**src/rtl/scr1_pipe_dbga_mh_if.sv**
```systemverilog
// scr1_pipe_dbga_mh_if: DBGC command handshake between debug controller and debug agent
// master: drives cmd_req, cmd_hart, cmd, cmd_steps; receives cmd_ack, cmd_nack
// slave : the debug agent side of the same signals
interface scr1_pipe_dbga_mh_if #(
   parameter int HARTS  = 2,
   parameter int STEP_W = 4
);
   localparam int HW = HARTS > 1 ? $clog2(HARTS) : 1;
   logic              cmd_req;
   logic [HW-1:0]     cmd_hart;
   logic [1:0]        cmd;
   logic [STEP_W-1:0] cmd_steps;
   logic              cmd_ack;
   logic              cmd_nack;
   modport master (output cmd_req, cmd_hart, cmd, cmd_steps, input cmd_ack, cmd_nack);
   modport slave  (input cmd_req, cmd_hart, cmd, cmd_steps, output cmd_ack, cmd_nack);
endinterface

```
**src/rtl/scr1_pipe_dbga_mh.sv**
```systemverilog
// scr1_pipe_dbga_mh: multi-hart run/halt debug agent with per-hart FSM, halt timeout and cause record
// clk, rst_n      : clock, asynchronous active-low reset
// dbgc            : shared DBGC command channel (req/hart/cmd/steps, ack/nack)
// rst_brk_en      : halt on reset-vector fetch enable
// brkpt_en        : halt on breakpoint enable
// exu_*, instret  : per-hart EXU status inputs
// halted ... timeout : per-hart run-control status outputs
// SCR1_DBGA_HALT_GROUP_EN: when defined, any hart halting pulls every other running/stepping hart into HALT_WAIT
module scr1_pipe_dbga_mh #(
   parameter int HARTS   = 2,
   parameter int TIMEOUT = 64,
   parameter int STEP_W  = 4
) (
   input  logic               clk,
   input  logic               rst_n,
   scr1_pipe_dbga_mh_if.slave dbgc,
   input  logic               rst_brk_en,
   input  logic               brkpt_en,
   input  logic [HARTS-1:0]   exu_busy,
   input  logic [HARTS-1:0]   instret,
   input  logic [HARTS-1:0]   brkpt,
   input  logic [HARTS-1:0]   exu_init_pc,
   output logic [HARTS-1:0]   halted,
   output logic [HARTS-1:0]   run2halt,
   output logic [HARTS-1:0]   halt2run,
   output logic [HARTS-1:0]   run_start,
   output logic [HARTS-1:0]   sstep_en,
   output logic [HARTS-1:0]   no_commit,
   output logic [5*HARTS-1:0] cause,
   output logic [HARTS-1:0]   timeout
);
   localparam int CW = $clog2(TIMEOUT);
   localparam int HW = HARTS > 1 ? $clog2(HARTS) : 1;
   typedef enum logic [1:0] {RUN, HALT_WAIT, HALTED, STEP} state_t;
   logic [HARTS-1:0] hit, ack, nack;
   assign dbgc.cmd_ack  = |ack;
   assign dbgc.cmd_nack = |nack | (dbgc.cmd_req & ~|hit);
   for (genvar h = 0; h < HARTS; h++) begin : g_hart
      state_t            st, st_nxt;
      logic [CW-1:0]     cnt, cnt_nxt;
      logic [STEP_W-1:0] scnt, scnt_nxt;
      logic              pend, pend_nxt, gflag, gflag_nxt;
      logic              sel, hlt, go, stp, bp, rb, grp;
      logic              r2h, h2r, to, ack_l, refuse, to_r, rs;
      logic [4:0]        cz, cz_r;
      assign hit[h] = dbgc.cmd_hart == HW'(h);
      assign sel    = dbgc.cmd_req & hit[h];
      assign hlt    = sel & (dbgc.cmd == 2'b00);
      assign go     = sel & (dbgc.cmd == 2'b01);
      assign stp    = sel & (dbgc.cmd == 2'b10);
      assign bp     = brkpt_en & brkpt[h] & ~exu_busy[h];
      assign rb     = rst_brk_en & exu_init_pc[h] & ~exu_busy[h];
`ifdef SCR1_DBGA_HALT_GROUP_EN
      assign grp = |(run2halt & ~(HARTS'(1) << h));
`else
      assign grp = 1'b0;
`endif
      // the pending halt command is held on the bus while its hart waits; it must not be refused again
      assign refuse = sel & ~(st == HALT_WAIT & pend) &
                      ((dbgc.cmd == 2'b11) | (dbgc.cmd == 2'b00 & st != RUN) | ((dbgc.cmd[0] ^ dbgc.cmd[1]) & st != HALTED));
      always_comb begin
         r2h   = 1'b0;
         h2r   = 1'b0;
         to    = 1'b0;
         ack_l = 1'b0;
         cz    = 5'b0;
         case (st)
            RUN: begin
               r2h   = (hlt & ~exu_busy[h]) | bp | rb;
               ack_l = hlt & ~exu_busy[h];
               cz    = {1'b0, bp, 1'b0, rb, hlt};
            end
            HALT_WAIT: begin
               r2h   = ~exu_busy[h] | (cnt == '0);
               to    = exu_busy[h] & (cnt == '0);
               ack_l = pend & ~exu_busy[h];
               cz    = {gflag, 3'b0, pend};
            end
            HALTED: begin
               h2r   = go | stp;
               ack_l = go | stp;
            end
            STEP: begin
               r2h = bp | (instret[h] & scnt == STEP_W'(1));
               cz  = {1'b0, bp, instret[h] & scnt == STEP_W'(1), 2'b0};
            end
         endcase
      end
      always_comb begin
         st_nxt    = st;
         cnt_nxt   = cnt;
         pend_nxt  = pend;
         gflag_nxt = gflag;
         scnt_nxt  = (st == STEP & instret[h]) ? scnt - 1'b1 : scnt;
         if (r2h) begin
            st_nxt    = HALTED;
            cnt_nxt   = CW'(TIMEOUT - 1);
            pend_nxt  = 1'b0;
            gflag_nxt = 1'b0;
         end else if (h2r) begin
            st_nxt   = stp ? STEP : RUN;
            scnt_nxt = stp ? (dbgc.cmd_steps == '0 ? STEP_W'(1) : dbgc.cmd_steps) : scnt;
         end else if (st == RUN & hlt) begin
            // the entry cycle already counts toward the timeout
            st_nxt   = HALT_WAIT;
            cnt_nxt  = CW'(TIMEOUT - 2);
            pend_nxt = 1'b1;
         end else if ((st == RUN | st == STEP) & grp) begin
            st_nxt    = HALT_WAIT;
            cnt_nxt   = CW'(TIMEOUT - 2);
            gflag_nxt = 1'b1;
         end else if (st == HALT_WAIT) begin
            cnt_nxt = cnt - 1'b1;
         end
      end
      always_ff @(posedge clk or negedge rst_n) begin
         if (!rst_n) begin
            st    <= RUN;
            cnt   <= CW'(TIMEOUT - 1);
            scnt  <= '0;
            pend  <= 1'b0;
            gflag <= 1'b0;
            cz_r  <= 5'b0;
            to_r  <= 1'b0;
            rs    <= 1'b0;
         end else begin
            st    <= st_nxt;
            cnt   <= cnt_nxt;
            scnt  <= scnt_nxt;
            pend  <= pend_nxt;
            gflag <= gflag_nxt;
            rs    <= h2r;
            if (r2h) begin
               cz_r <= cz;
               to_r <= to;
            end else if (h2r) begin
               to_r <= 1'b0;
            end
         end
      end
      assign ack[h]         = ack_l;
      assign nack[h]        = refuse | (pend & to);
      assign halted[h]      = st == HALTED;
      assign sstep_en[h]    = st == STEP;
      assign run2halt[h]    = r2h;
      assign halt2run[h]    = h2r;
      assign run_start[h]   = rs;
      assign no_commit[h]   = bp & (st == RUN | st == STEP);
      assign cause[5*h +: 5] = cz_r;
      assign timeout[h]     = to_r;
   end
endmodule
```
**src/flat_wrapper.sv**
```systemverilog
// flat-port wrapper written by rule: the top's interface ports become plain ports
module scr1_pipe_dbga_mh_flat 
#(
   parameter int HARTS   = 2,
   parameter int TIMEOUT = 64,
   parameter int STEP_W  = 4
)
  (clk, rst_n, rst_brk_en, brkpt_en, exu_busy, instret, brkpt, exu_init_pc, halted, run2halt, halt2run, run_start, sstep_en, no_commit, cause, timeout, dbgc_cmd_req, dbgc_cmd_hart, dbgc_cmd, dbgc_cmd_steps, dbgc_cmd_ack, dbgc_cmd_nack);
  scr1_pipe_dbga_mh_if #(.HARTS(HARTS), .STEP_W(STEP_W)) dbgc_i ();
  input  logic clk;
  input  logic rst_n;
  input  logic rst_brk_en;
  input  logic brkpt_en;
  input  logic [HARTS-1:0] exu_busy;
  input  logic [HARTS-1:0] instret;
  input  logic [HARTS-1:0] brkpt;
  input  logic [HARTS-1:0] exu_init_pc;
  output logic [HARTS-1:0] halted;
  output logic [HARTS-1:0] run2halt;
  output logic [HARTS-1:0] halt2run;
  output logic [HARTS-1:0] run_start;
  output logic [HARTS-1:0] sstep_en;
  output logic [HARTS-1:0] no_commit;
  output logic [5*HARTS-1:0] cause;
  output logic [HARTS-1:0] timeout;
  input wire logic [$bits(dbgc_i.cmd_req)-1:0] dbgc_cmd_req;
  input wire logic [$bits(dbgc_i.cmd_hart)-1:0] dbgc_cmd_hart;
  input wire logic [$bits(dbgc_i.cmd)-1:0] dbgc_cmd;
  input wire logic [$bits(dbgc_i.cmd_steps)-1:0] dbgc_cmd_steps;
  output wire logic [$bits(dbgc_i.cmd_ack)-1:0] dbgc_cmd_ack;
  output wire logic [$bits(dbgc_i.cmd_nack)-1:0] dbgc_cmd_nack;
  assign dbgc_i.cmd_req = dbgc_cmd_req;
  assign dbgc_i.cmd_hart = dbgc_cmd_hart;
  assign dbgc_i.cmd = dbgc_cmd;
  assign dbgc_i.cmd_steps = dbgc_cmd_steps;
  assign dbgc_cmd_ack = dbgc_i.cmd_ack;
  assign dbgc_cmd_nack = dbgc_i.cmd_nack;
  scr1_pipe_dbga_mh #(.HARTS(HARTS), .TIMEOUT(TIMEOUT), .STEP_W(STEP_W)) u_core (.clk(clk), .rst_n(rst_n), .dbgc(dbgc_i), .rst_brk_en(rst_brk_en), .brkpt_en(brkpt_en), .exu_busy(exu_busy), .instret(instret), .brkpt(brkpt), .exu_init_pc(exu_init_pc), .halted(halted), .run2halt(run2halt), .halt2run(halt2run), .run_start(run_start), .sstep_en(sstep_en), .no_commit(no_commit), .cause(cause), .timeout(timeout));
endmodule
```
**config.mk**
```make
export PLATFORM = sky130hd
export DESIGN_NAME = scr1_pipe_dbga_mh_flat
export DESIGN_NICKNAME = d
export VERILOG_FILES = /design/src/rtl/scr1_pipe_dbga_mh_if.sv /design/src/rtl/scr1_pipe_dbga_mh.sv /design/src/flat_wrapper.sv
export SDC_FILE = /design/constraint.sdc
export NUM_CORES = 1
export LEC_CHECK = 0
export ABC_AREA = 1
export CAP_MARGIN = 20
export CELL_PAD_IN_SITES_DETAIL_PLACEMENT = 1
export CELL_PAD_IN_SITES_GLOBAL_PLACEMENT = 2
export CORE_MARGIN = 4
export CORE_UTILIZATION = 32
export CTS_BUF_LIST = sky130_fd_sc_hd__clkbuf_8
export DETAILED_ROUTE_END_ITERATION = 8
export PLACE_DENSITY = 0.92
export SLEW_MARGIN = 40
export SYNTH_ARGS = -nofsm -noshare
export SYNTH_HDL_FRONTEND = slang
export SYNTH_SLANG_ARGS = --single-unit
```
**constraint.sdc**
```tcl
create_clock -name clk -period 2.2 [get_ports clk]
set_input_delay 0.44 -clock clk [delete_from_list [all_inputs] [get_ports clk]]
set_output_delay 0.44 -clock clk [all_outputs]
set_load 0.02 [all_outputs]
```
==> flow_summary.toml, run 1 <==
[run_status]
run_status = "complete, but fails checks"
violations = "negative setup slack"

[layout]
n_fill_cell = 1117
post_route_cells_drive_above_1_share_pct = 36.01
syn2layout_area_growth_pct = 46.47
final_cell_count_no_fill = 619
antenna_cells = 0
finalCoreUtilization_pct = 48.33
num-nets-final = 552

[placement]
routabilityCongestion = 0.8377
place.port_buffers = 43
numPlacedInstances = 598
post-dp-hpwl_um = 7188

[timing]
timing.fmax_mhz = 451.6
worstMarginPinSlew_ns = 0.5318
final.hold.worst_slack_ns = 0.1903
worst_slew_margin_rel_pct = 64.55
period_share_pct = 100.7
shortest_period_the_worst_path_allows_ns = 2.215
unrepaired_setup_endpoints_after_global_routing = "yes"
maxSlewViolCount = 0
final.setup_skew_ns = 0.006875
timing_hold_violations_final = 0
post-route-worst-setup-slack_ns = -0.01450
tns_ns = -0.01450
setup_viol = 1

[cts]
cts_buffers = 5
cts_root_buffer = "clkbuf_8"
worst_skew_pair.late_latency_ns = 0.30
clock_sinks = 38
ctsHoldBuffers = 0
cts-root-to-sink-buffers = 2
clk_pin_slew_worst_setup_hold_paths_ns = 0.08
cts_htree_levels = 2
cts_tree = "yes"

[floorplan]
initial_core_util_pct = 33.00
die_h_um = 103.1
coreArea_um2 = 8763
io_pins = 46
placement_rows = 34
die-width_um = 103.1
die_area_um2 = 10620

[drt]
drcViolationCount = 0
routed_wirelength_um = 10540
initialDrtViolationCount = 131
detail_route.first_pass.iterations = 4
detail_route.vias_per_cell = 4.989
num_vias = 3088
avgRoutedWirePerCell_um = 17.02
final_antenna_net_count = 0

[logic_synthesis]
yosys.cell_types.count = 35
seq_area_frac_synth_pct = 33.41
post_synth_instance_area_um2 = 2892
syn-mean-instance-area_um2 = 7.302
yosys_warnings = 0
ff_latch_count_synth = 38
synthCells = 396

[worst_setup_path]
worst_reg_to_reg_path_cell_count = 11
path_max_fanout = 3
regToRegSetupSlack_ns = 0.11
rr_endpoint = "u_core.g_hart[1].scnt[1]"
data_required_time_at_the_worst_endpoint_ns = 1.76
cp_data_arrival_time_ns = 1.77
path_class = "register to output pin"
timing.rr.start = "u_core.g_hart[1].cnt[0]"
critPathLaunchType = "register"
critical_path.endpoint_type = "output pin"

[global_route]
grt_use_total_pct = 19.65
grt_start_max_net_pins = 39
antenna_found_initial = 0
grt.overflow.total = 0
grt_first_pass_wirelength_um = 16310
first_global_vias = 3209

[pwr]
power.clock.fraction_pct = 10.0
p_int_mw = 2.860
sequentialPowerShare_pct = 25.9
pwr-share-comb_pct = 64.0
powerDensity_nw_per_um2 = 1235
ir_worst_vdd_mv = 0.4615
power.static_leakage_nw = 2.164
power.net_switching_mw = 2.369
netSwitchingFraction_pct = 45.30

[min_path]
timing.hold.worst.class = "input port to asynchronous set/reset pin"

[run]
timing.max_cap.violations = 0
==> cells in the final DEF (no fill, tap or decap), types with 11 or more instances in the layout <==
cell	count
buf_4	81
clkdlybuf4s50_1	26
dfrtp_1	22
dfstp_2	12
ha_1	11
inv_1	33
inv_2	13
nand2_1	113
nand2_2	13
nand3_1	28
nand4_1	11
nor2_1	25
o21ai_0	15
==> worst max-delay path, cell delays in order (launching register included) <==
cell     delay [ns]
dfrtp_2        0.45
buf_4          0.15
ha_2           0.19
buf_4          0.15
nand2_2        0.08
nand2_2        0.08
a21oi_2        0.15
o22ai_2        0.09
buf_6          0.14
==> kinds of logic (layout without fill, tap and decap cells) <==
kind of cell,count (synthesis),in the layout,synth area share (%)
XOR/XNOR,12,12,3.635
buffers and inverters,68,182,11.51
AO/OA/AOI/OAI,39,39,8.178
other,1,2,0.1297
flip-flops,38,38,33.41
AND/OR/NAND/NOR,216,216,33.62
adder cells (fa/ha/maj),22,22,9.520
==> per-stage QoR <==
stage,power (mW),cell area (um2),worst slack (ns)
floorplan,3.014,2902,0.1108
global placement,4.077,3835,-0.5986
detailed placement,4.220,3835,-0.7242
CTS,4.887,4044,-0.01562
global route,5.680,4235,-0.1052
finish,5.229,4235,-0.01450
==> what timing repair did <==
item | in CTS | in global routing
endpoints found under the setup margin | 22 | 17
hold endpoints to repair | 0 | 0
gates cloned | 0 | 0
resized for setup | 70 | 47
pin swaps | 10 | 17
setup buffers | 6 | 7
==> registers in the layout, summed over array words and instances, names as in the netlist <==
signal and flops:
u_core.g_hart.to_r 2, u_core.g_hart.scnt 8, u_core.g_hart.st 4, u_core.g_hart.rs 2
u_core.g_hart.pend 2, u_core.g_hart.cz_r 8, u_core.g_hart.cnt 12
==> Yosys cell counts <==
master    number  area (um2)
o211ai_1       7       52.55
conb_1         1       3.750
nand3_4        1       17.52
nor2_1        30       112.6
nand2_2        6       37.54
ha_1          22       275.3
xor2_1         4       35.03
nand2_1      122       457.9
dfrtp_1       26       650.6
buf_1          1       3.750
o22ai_1        2       12.51
inv_1         45       168.9
o21ai_2        2       17.52
nor2_4         2       22.52
xnor2_1        8       70.07
o21ai_0       15       75.07
nand3_2        3       30.03
nor2_2         1       6.260
o311ai_0       1       8.760
o31ai_1        1       7.510
buf_4         14       105.1
o21ai_1        2       10.01
dfstp_2       12       315.3
a21oi_1        7       35.03
a21oi_2        1       8.760
o221ai_1       1       8.760
nand3b_1       1       7.510
nand4_1       11       68.82
buf_2          2       10.01
nand2_4        1       11.26
nor3_1         4       20.02
inv_2          3       11.26
nor3_2         2       20.02
buf_6          3       33.78
nand3_1       32       160.2
==> cell type report <==
cell class | count | area (um2) | share of cell area (%)
clock buffers | 6 | 82.58 | 1.950
clock inverters | 2 | 8.758 | 0.2068
inverters | 48 | 187.7 | 4.431
multi-input cells | 291 | 1813 | 42.81
well taps | 108 | 135.1 | 3.191
flip-flops and latches | 38 | 970.9 | 22.92
repair buffers | 126 | 1037 | 24.49
==> power groups by stage <==
stage / logic (mW) / registers (mW) / clock network [mW]
global placement: 2.78 / 1.30 / 0
global route: 3.71 / 1.40 / 0.567
finish: 3.35 / 1.35 / 0.525
CTS: 3.03 / 1.31 / 0.543
floorplan: 1.68 / 1.33 / 0
detailed placement: 2.90 / 1.32 / 0
==> worst max path at each step <==
stage                                 start           end
finish               u_core.g_hart[0].st[0]  dbgc_cmd_ack
global route        u_core.g_hart[1].cnt[0]   run2halt[1]
CTS                  u_core.g_hart[1].st[0]  dbgc_cmd_ack
detailed placement              dbgc_cmd[1]  dbgc_cmd_ack
global placement                dbgc_cmd[1]  dbgc_cmd_ack
floorplan            u_core.g_hart[0].st[0]  dbgc_cmd_ack
==> per-layer routing <==
layer / vias to the layer above / routed length [um] / GRT usage, %
li1: 1479 / - / -
met1: 1523 / 4569 / 25.53
met2: 71 / 5298 / 33.70
met3: 15 / 492 / 2.503
met4: 0 / 178 / 6.474
met5: - / 0 / 0
Note: power is estimated with default switching activity, not from simulation.
==> inputs of run 2 (changes only) <==
CTS_CLUSTER_SIZE = 8   (was not set)
==> results of run 2 <==
The final DEF is identical to that of run 1; final timing and power are the same.
